[src/rtl/uart_loader.sv]
`timescale 1ns/1ps
// uart_loader: parses a SYNC/ADDR/LEN/payload/CHK byte frame from the UART receiver and
// writes the payload to RAM as 16-bit (or trailing 8-bit) writes while holding the core in reset.
module uart_loader #(
    parameter logic [7:0] SYNC_BYTE      = 8'hA5,
    parameter int         TIMEOUT_CYCLES = 100000,
    parameter int         TIMEOUT_W      = 17
) (
    input  logic        I_clk,
    input  logic        I_reset,
    input  logic        I_rx_data_ready,
    input  logic [7:0]  I_rx_data,
    input  logic        I_MEM_ready,
    input  logic        I_MEM_data_ready,
    output logic        O_MEM_exec,
    output logic        O_MEM_write,
    output logic [1:0]  O_MEM_size,
    output logic [15:0] O_MEM_addr,
    output logic [15:0] O_MEM_data_out,
    output logic        O_busy,
    output logic        O_done,
    output logic        O_error,
    output logic        O_hold_core
);
    typedef enum logic [3:0] {
        S_IDLE    = 4'd0,
        S_ADDR_LO = 4'd1,
        S_ADDR_HI = 4'd2,
        S_LEN_LO  = 4'd3,
        S_LEN_HI  = 4'd4,
        S_DATA_LO = 4'd5,
        S_DATA_HI = 4'd6,
        S_REQ     = 4'd7,
        S_WAIT    = 4'd8,
        S_CHECK   = 4'd9
    } state_t;

    localparam logic [TIMEOUT_W-1:0] TIMEOUT_LIMIT = TIMEOUT_W'(TIMEOUT_CYCLES);

    state_t               r_state, w_state_nxt;
    logic                 r_buf_valid;
    logic [7:0]           r_buf_data;
    logic [15:0]          r_addr, w_addr_nxt;
    logic [15:0]          r_remain, w_remain_nxt;
    logic [7:0]           r_chk, w_chk_nxt;
    logic [15:0]          r_data, w_data_nxt;
    logic [1:0]           r_size, w_size_nxt;
    logic                 r_exec, w_exec_nxt;
    logic                 r_busy, w_busy_nxt;
    logic                 r_done, w_done_nxt;
    logic                 r_error, w_error_nxt;
    logic [TIMEOUT_W-1:0] r_timer, w_timer_nxt;

    logic                 w_byte_state;
    logic                 w_consume;
    logic                 w_overrun;
    logic                 w_timeout;
    logic [TIMEOUT_W-1:0] w_timer_inc;
    logic [15:0]          w_remain_dec;

    // The buffer is only drained in states that take a byte; REQ/WAIT leave it parked.
    assign w_byte_state = (r_state != S_REQ) && (r_state != S_WAIT);
    assign w_consume    = r_buf_valid && w_byte_state;
    assign w_overrun    = I_rx_data_ready && r_buf_valid && !w_consume;
    assign w_timer_inc  = r_timer + TIMEOUT_W'(1);
    assign w_timeout    = (r_state != S_IDLE) && w_byte_state && !w_consume
                          && (w_timer_inc == TIMEOUT_LIMIT);
    assign w_remain_dec = r_remain - ((r_size == 2'd1) ? 16'd2 : 16'd1);

    // Single-entry receive byte buffer with valid flag.
    always_ff @(posedge I_clk or negedge I_reset) begin
        if (!I_reset) begin
            r_buf_valid <= 1'b0;
            r_buf_data  <= 8'h00;
        end else if (w_overrun) begin
            r_buf_valid <= 1'b0;
        end else if (I_rx_data_ready) begin
            r_buf_valid <= 1'b1;
            r_buf_data  <= I_rx_data;
        end else if (w_consume) begin
            r_buf_valid <= 1'b0;
        end else begin
            r_buf_valid <= r_buf_valid;
        end
    end

    // FSM state and datapath registers.
    always_ff @(posedge I_clk or negedge I_reset) begin
        if (!I_reset) begin
            r_state  <= S_IDLE;
            r_addr   <= 16'h0000;
            r_remain <= 16'h0000;
            r_chk    <= 8'h00;
            r_data   <= 16'h0000;
            r_size   <= 2'd0;
            r_exec   <= 1'b0;
            r_busy   <= 1'b0;
            r_done   <= 1'b0;
            r_error  <= 1'b0;
            r_timer  <= '0;
        end else begin
            r_state  <= w_state_nxt;
            r_addr   <= w_addr_nxt;
            r_remain <= w_remain_nxt;
            r_chk    <= w_chk_nxt;
            r_data   <= w_data_nxt;
            r_size   <= w_size_nxt;
            r_exec   <= w_exec_nxt;
            r_busy   <= w_busy_nxt;
            r_done   <= w_done_nxt;
            r_error  <= w_error_nxt;
            r_timer  <= w_timer_nxt;
        end
    end

    // Next-state and datapath update logic.
    always_comb begin
        w_state_nxt  = r_state;
        w_addr_nxt   = r_addr;
        w_remain_nxt = r_remain;
        w_chk_nxt    = r_chk;
        w_data_nxt   = r_data;
        w_size_nxt   = r_size;
        w_exec_nxt   = 1'b0;
        w_busy_nxt   = r_busy;
        w_done_nxt   = r_done;
        w_error_nxt  = r_error;
        if ((r_state == S_IDLE) || !w_byte_state || w_consume) begin
            w_timer_nxt = '0;
        end else begin
            w_timer_nxt = w_timer_inc;
        end

        case (r_state)
            S_REQ: begin
                if (I_MEM_ready) begin
                    w_exec_nxt  = 1'b1;
                    w_state_nxt = S_WAIT;
                end else begin
                    w_exec_nxt  = 1'b0;
                end
            end
            S_WAIT: begin
                if (I_MEM_data_ready) begin
                    w_addr_nxt   = r_addr + 16'd2;
                    w_remain_nxt = w_remain_dec;
                    w_state_nxt  = (w_remain_dec == 16'd0) ? S_CHECK : S_DATA_LO;
                end else begin
                    w_state_nxt  = S_WAIT;
                end
            end
            default: begin
                if (w_consume) begin
                    case (r_state)
                        S_IDLE: begin
                            if (r_buf_data == SYNC_BYTE) begin
                                w_busy_nxt  = 1'b1;
                                w_done_nxt  = 1'b0;
                                w_error_nxt = 1'b0;
                                w_chk_nxt   = 8'h00;
                                w_state_nxt = S_ADDR_LO;
                            end else begin
                                w_state_nxt = S_IDLE;
                            end
                        end
                        S_ADDR_LO: begin
                            w_addr_nxt  = {r_addr[15:8], r_buf_data};
                            w_state_nxt = S_ADDR_HI;
                        end
                        S_ADDR_HI: begin
                            w_addr_nxt  = {r_buf_data, r_addr[7:0]};
                            w_state_nxt = S_LEN_LO;
                        end
                        S_LEN_LO: begin
                            w_remain_nxt = {r_remain[15:8], r_buf_data};
                            w_state_nxt  = S_LEN_HI;
                        end
                        S_LEN_HI: begin
                            w_remain_nxt = {r_buf_data, r_remain[7:0]};
                            w_state_nxt  = ({r_buf_data, r_remain[7:0]} == 16'd0) ? S_CHECK : S_DATA_LO;
                        end
                        S_DATA_LO: begin
                            w_chk_nxt  = r_chk + r_buf_data;
                            w_data_nxt = {8'h00, r_buf_data};
                            if (r_remain == 16'd1) begin
                                w_size_nxt  = 2'd0;
                                w_state_nxt = S_REQ;
                            end else begin
                                w_state_nxt = S_DATA_HI;
                            end
                        end
                        S_DATA_HI: begin
                            w_chk_nxt   = r_chk + r_buf_data;
                            w_data_nxt  = {r_buf_data, r_data[7:0]};
                            w_size_nxt  = 2'd1;
                            w_state_nxt = S_REQ;
                        end
                        S_CHECK: begin
                            if (r_buf_data == r_chk) begin
                                w_done_nxt  = 1'b1;
                            end else begin
                                w_error_nxt = 1'b1;
                            end
                            w_busy_nxt  = 1'b0;
                            w_state_nxt = S_IDLE;
                        end
                        default: begin
                            w_state_nxt = S_IDLE;
                        end
                    endcase
                end else begin
                    w_state_nxt = r_state;
                end
            end
        endcase

        // Aborts override everything; completed writes are left in place.
        if (w_overrun || w_timeout) begin
            w_state_nxt = S_IDLE;
            w_error_nxt = 1'b1;
            w_busy_nxt  = 1'b0;
            w_exec_nxt  = 1'b0;
        end else begin
            w_timer_nxt = w_timer_nxt;
        end
    end

    assign O_MEM_exec     = r_exec;
    assign O_MEM_write    = r_busy;
    assign O_MEM_size     = r_size;
    assign O_MEM_addr     = r_addr;
    assign O_MEM_data_out = r_data;
    assign O_busy         = r_busy;
    assign O_done         = r_done;
    assign O_error        = r_error;
    assign O_hold_core    = r_busy;

endmodule

[config.mk]
export PLATFORM = sky130hd
export DESIGN_NAME = uart_loader
export DESIGN_NICKNAME = d
export VERILOG_FILES = /design/src/rtl/uart_loader.sv
export SDC_FILE = /design/constraint.sdc
export NUM_CORES = 1
export LEC_CHECK = 0
export ABC_AREA = 1
export CAP_MARGIN = 20
export CORE_ASPECT_RATIO = 1.2
export CORE_MARGIN = 2
export CORE_UTILIZATION = 52
export DETAILED_ROUTE_END_ITERATION = 8
export GPL_ROUTABILITY_DRIVEN = 0
export PLACE_DENSITY = 0.78
export SKIP_CTS_REPAIR_TIMING = 1
export SLEW_MARGIN = 20
export SYNTH_ARGS = -nofsm -noshare
export SYNTH_HDL_FRONTEND = slang
export SYNTH_SLANG_ARGS = --single-unit
[constraint.sdc]
create_clock -name I_clk -period 2.2 [get_ports I_clk]
set_input_delay 0.55 -clock I_clk [delete_from_list [all_inputs] [get_ports I_clk]]
set_output_delay 0.55 -clock I_clk [all_outputs]
set_load 0.02 [all_outputs]
== Yosys cells after proc, flatten, opt, wreduce, memory -nomap -nowiden ==
Cells that the tools add are included.

* Input port bits: 13
* Logic and storage cells: 139
* Flip-flop bits (word level): 92
* Output and inout bits: 40

* Add/subtract/negate cells: 4
* Reductions and logical operators: 43
* Equality and inequality tests: 28
* Muxes and demuxes: 44
* Bitwise operators: 4

{| class="wikitable"
|+ Operators by type and width
! operator !! number
|-
| $pmux 16 s2 || 5
|-
| $mux 16 || 4
|-
| $logic_not 16->1 || 2
|-
| $reduce_and 5->1 || 6
|-
| $pmux 4 s7 || 1
|-
| $mux 4 || 6
|-
| $mux 1 || 18
|-
| $reduce_bool 2->1 || 9
|-
| $add 17x1->17 const B || 1
|-
| $eq 17x17->1 const B || 1
|-
| $mux 17 || 1
|-
| $add 16x2->16 const B || 1
|-
| $eq 16x1->1 const B || 1
|-
| $eq 4x3->1 const B || 4
|-
| $pmux 8 s2 || 1
|-
| $reduce_and 4->1 || 4
|-
| $sub 16x2->16 || 1
|-
| $ne 2x2->1 const B || 7
|-
| $add 8x8->8 || 1
|-
| $eq 4x2->1 const B || 2
|-
| $eq 4x4->1 const B || 2
|-
| $eq 8x8->1 || 1
|-
| $eq 8x8->1 const B || 1
|-
| $mux 8 || 1
|-
| other kinds (21) || 42
|}

== Logic depth before layout (Yosys ltp) ==
* Word-level depth: 9
* Gate-level depth with buffers: 16
* Mapped depth without buffers: 16

== Least setup slack after synthesis ==
OpenSTA, ideal clock, no wires.

* Path type: register -> register
* Start point: reg r_size[0] (netlist: O_MEM_size[0])
* End point: reg r_state[2]
* Stages on the path, launching flop included: 14
* Buffers on the path: 0
* Arrival time: 2.056 ns
* Path slack: 0.017 ns
* Period minus slack after synthesis: 2.183 ns
* Data required time: 2.074 ns
* Library setup time: 0.126 ns
* Cell sequence: dfrtp_1 inv_1 ha_1 fa_1 xnor2_1 nand2_1 nor2_1 nand2_1 nor2_1 nand2_1 nor2_1 nand3_1 nand2_1 a21oi_1

* Word-level cells in the longest chain between the ends: 8

{| class="wikitable"
|+ RTL lines
! item !! line !! text
|-
| start, declared || 47 || <nowiki>logic [1:0] r_size, w_size_nxt;</nowiki>
|-
| start signal, assigned || 107 || <nowiki>r_size <= w_size_nxt;</nowiki>
|-
| $eq 2x1->1 || 68 || <nowiki>assign w_remain_dec = r_remain - ((r_size == 2'd1) ? 16'd2 : 16'd1);</nowiki>
|-
| $mux 2 || 68 ||
|-
| $sub 16x2->16 || 68 ||
|-
| $logic_not 16->1 || 147 || <nowiki>w_state_nxt = (w_remain_dec == 16'd0) ? S_CHECK : S_DATA_LO;</nowiki>
|-
| $mux 4 || 147 ||
|-
| $mux 4 || 144 || <nowiki>if (I_MEM_data_ready) begin</nowiki>
|-
| $pmux 4 s2 || 134 || <nowiki>case (r_state)</nowiki>
|-
| $mux 4 || 218 || <nowiki>if (w_overrun || w_timeout) begin</nowiki>
|-
| end signal, assigned || 102 || <nowiki>r_state <= w_state_nxt;</nowiki>
|-
| end, declared || 40 || <nowiki>state_t r_state, w_state_nxt;</nowiki>
|}

Every way passes these cells.
A chain may end at the register's enable or synchronous reset.

== Worst setup path in the final report ==
* Start point: reg r_remain[0]
* End point: reg r_state[3]

* Word-level cells in the longest chain between the ends: 6
* Elaborated cells between the ends (all ways): 10
* Classes of those cells: add/sub: 1; mux: 7; reduce/logical: 2

{| class="wikitable"
|+ RTL lines
! item !! line !! text
|-
| start, declared || 44 || <nowiki>logic [15:0] r_remain, w_remain_nxt;</nowiki>
|-
| start signal, assigned || 104 || <nowiki>r_remain <= w_remain_nxt;</nowiki>
|-
| $sub 16x2->16 / $logic_not 16->1 (equally long branches) || 68, 180 ||
|-
| $logic_not 16->1 / $mux 4 (equally long branches) || 147, 180 ||
|-
| $mux 4 / $pmux 4 s7 (equally long branches) || 147, 154 ||
|-
| $mux 4, on equally long branches || 144, 153 ||
|-
| $pmux 4 s2 * || 134 ||
|-
| $mux 4 * || 218 ||
|}

Mark *: on every way between the ends. The rest lies on a longest branch, timed or not. The select of a mux whose other input is x is not followed.

==> results_dict.tcl <==
set metrics [dict create \
    clk_latency_ns 0.34 \
    netlist_area_sq_mm 0.00557 \
    arrival_ns 2.39 \
    yosys.area.top_type_share_pct 40.9 \
    whs_ns 0.0792 \
    yosys.area_share.simple_pct 31.0 \
    fp-row-count 41 \
    grt_pass1_wl_microns 24600 \
    cp_cell_sequence "inv_2, ha_4, fa_2, nand2_1, inv_1, nand2_1, nor2_1, nand2_1, nor2_1, nand2_1, nor2_2, nand3_1, nand2_1, nand2_1, nand2_1" \
    drcViolationCount 0 \
    syn_nets 769 \
    clockBufferDepth 2 \
    endpoint_kind "flop" \
    io_pins 53 \
    p_total_w 0.00909 \
    status "finished, final reports clean" \
    grt_max_degree 52 \
    yosys_warnings 0 \
    grt_usage_pct 26.0 \
    finalCoreUtilization_pct 63.3 \
    drive_above_1_share_pct 10.3 \
    crit_slowest_cell "fa_2" \
    clock_tree.root_cell "clkbuf_16" \
    yosys.area.top_type "dfrtp_1" \
    finalClockSkew_ns 0.00852 \
    die-area_sq_mm 0.0116 \
    rr_worst_depth 15 \
    synthAdderAreaFrac_pct 3.41 \
    clk_pin_slew_worst_paths_ns 0.06 \
    path_max_fanout 3 \
    crit_buf_inv 2 \
    port_buffers 51 \
    finalSetupViolations 0 \
    path_delay_family "simple AND/OR/NAND/NOR gates" \
    overflow 0 \
    critPathLaunchType "flop" \
    vias 5396 \
    timing.final.crit_share_pct 96.0 \
    wl_per_cell_microns 15.4 \
    ys_ff_latch 91 \
    async_flop_share_pct 100 \
    power_density_mw_per_mm2 1370 \
    yosys-mux-area-fraction_pct 0 \
    grt_pass1_vias 5331 \
    peakVddDrop_uv 635 \
    yosys_most_used_dff "dfrtp_1" \
    totalWireLength_microns 14400 \
    yosysUniqueCellTypes 49 \
    worstHoldPathType "input pin to async pin" \
    layout_min_cycle_time_ns 2.11 \
    seq_area_sq_mm 0.00228 \
    core_area_sq_mm 0.0105 \
    ant_nets 0 \
    synth_area_per_cell_sq_um 7.51 \
    dpl.hpwl_microns 10600 \
    first_pass_iters 7 \
    max_stage_delay_ns 0.53 \
    fillers 927 \
    yosysSeqAreaShare_pct 40.9 \
    cts_buffers 9 \
    multi_input_area_sq_mm 0.00287 \
    synthXorXnorAreaFrac_pct 2.99 \
    synth-edff-count 0 \
    cpMostUsedCell "nand2_1" \
    layout.nets 832 \
    rsz0062_at_grt "yes" \
    synth_compound_area_share_pct 13.3 \
    cap_violations 0 \
    clkSinkCount 91 \
    hold_viol_final 0 \
    synthTopCellsByArea "dfrtp_1 (41%), nand2_1 (12%), nor2_1 (7.3%)" \
    antenna_found_initial 0 \
    cp_data_required_time_ns 2.48 \
    netlist_instances 742 \
    path_depth 15 \
    critical_path_class "flop to flop" \
    via_per_inst 5.75 \
    synth_top_family_by_area "simple AND/OR/NAND/NOR gates" \
    max_freq_ghz 0.474 \
    leakage_nw 3.00 \
    start_util_pct 53.3 \
    slew_viol_final 0 \
    antenna_cells 0 \
    htreeDepth 3 \
    first_iter_violations 451 \
    cts_tree "built" \
    syn2layout_area_growth_pct 18.9 \
    die_w_microns 98.5 \
    die_h_microns 117 \
]
## final timing paths
kind	startpoint	end	slack (ns)
worst min register to register	O_MEM_data_out[12]$_DFFE_PN0P_	O_MEM_data_out[12]$_DFFE_PN0P_	0.49
min in group I_clk	O_MEM_data_out[12]$_DFFE_PN0P_	O_MEM_data_out[12]$_DFFE_PN0P_	0.49
worst min-delay path	I_reset	O_MEM_addr[9]$_DFFE_PN0P_	0.08
max in group asynchronous	I_reset	r_remain[1]$_DFFE_PN0P_	1.51
worst max-delay path	r_remain[0]$_DFFE_PN0P_	r_state[3]$_DFFE_PN0P_	0.09
worst max register to register	r_remain[0]$_DFFE_PN0P_	r_state[3]$_DFFE_PN0P_	0.09
## power breakdown
part | internal [W] | switching, W | total [W]
clock network | 0.00102 | 0.000628 | 0.00165
registers | 0.00224 | 0.000578 | 0.00282
logic | 0.00179 | 0.00284 | 0.00463
total | 0.00505 | 0.00405 | 0.00909
## sequential cells by signal, summed over array words and instances, names as in the netlist, 4 cells and up
signal          flops
O_MEM_addr         16
r_state             4
r_timer            17
r_buf_data          8
O_MEM_data_out     16
r_remain           16
r_chk               8
## final cells by class
cell class | instances | share of cell area [%]
multi-input cells | 540 | 43.3
flip-flops and latches | 91 | 34.4
repair buffers | 70 | 10.0
inverters | 93 | 5.27
clock buffers | 13 | 3.78
well taps | 129 | 2.43
clock inverters | 2 | 0.906
## cell usage in the layout, fill, tap and decap left out, types with 15 or more instances in the layout
cell / synthesis / final
o21ai_0: 26 / 26
nand3_1: 44 / 44
nand2_1: 174 / 174
buf_4: 8 / 19
dfrtp_1: 91 / 91
inv_1: 79 / 77
a31oi_1: 15 / 15
inv_2: 13 / 15
nor2_1: 109 / 107
a21oi_1: 30 / 30
clkdlybuf4s50_1: 0 / 50
## cells in the mapped netlist, types with 2 or more instances
| master | number |
|---|---|
| a21oi_1 | 30 |
| buf_2 | 7 |
| nand2_4 | 2 |
| xor2_1 | 13 |
| nor2_1 | 109 |
| o21ai_1 | 13 |
| nand3b_1 | 4 |
| inv_2 | 13 |
| o22ai_1 | 6 |
| nand3_2 | 5 |
| dfrtp_1 | 91 |
| nand2_2 | 4 |
| nor4_1 | 6 |
| a31oi_1 | 15 |
| nor2_2 | 4 |
| nor2_4 | 7 |
| nor3_1 | 7 |
| o21bai_1 | 2 |
| buf_4 | 8 |
| o21ai_0 | 26 |
| o31ai_1 | 12 |
| a22oi_1 | 7 |
| ha_1 | 12 |
| nor2_8 | 2 |
| nand2_1 | 174 |
| nand3_1 | 44 |
| inv_1 | 79 |
| xnor2_1 | 6 |
| fa_1 | 2 |
| nand4_1 | 13 |
## routing by layer
metal	vias to the layer above	part of all wire [%]	GRT usage (%)
met2	228	50	43.3
met4	0	3.6	11.7
met1	2557	40	32.5
met3	52	6.3	5.18
li1	2559	-	-
met5	-	0	0
## metrics by stage
stage	cell area (sq um)	setup TNS, ns	instances	worst slack [ns]
after floorplan	5570	0	742	0.0173
after global placement	6280	0	922	0.152
after detailed placement	6280	0	922	0.133
after CTS	6590	0	937	0.0844
after global routing	6630	-0.0605	938	-0.0432
final	6630	0	938	0.0889
## worst reg2reg max path, delay by kind of cell (launching register included)
kind	cells	cell delay (ns)
adder cells (fa/ha/maj)	2	0.69
buffers and inverters	2	0.12
flip-flops	1	0.36
AND/OR/NAND/NOR	11	0.87
## cell families (layout without fill, tap and decap cells)
| kind of cell | after synthesis | after routing |
|---|---|---|
| AOI/OAI and AO/OA | 122 | 122 |
| xor gates and xnor gates | 19 | 19 |
| adders and majority gates | 14 | 14 |
| buffers and inverters | 111 | 178 |
| DFF | 91 | 91 |
| other | 1 | 1 |
| and+or+nand+nor | 384 | 384 |
Note: power is estimated with default switching activity, not from simulation.
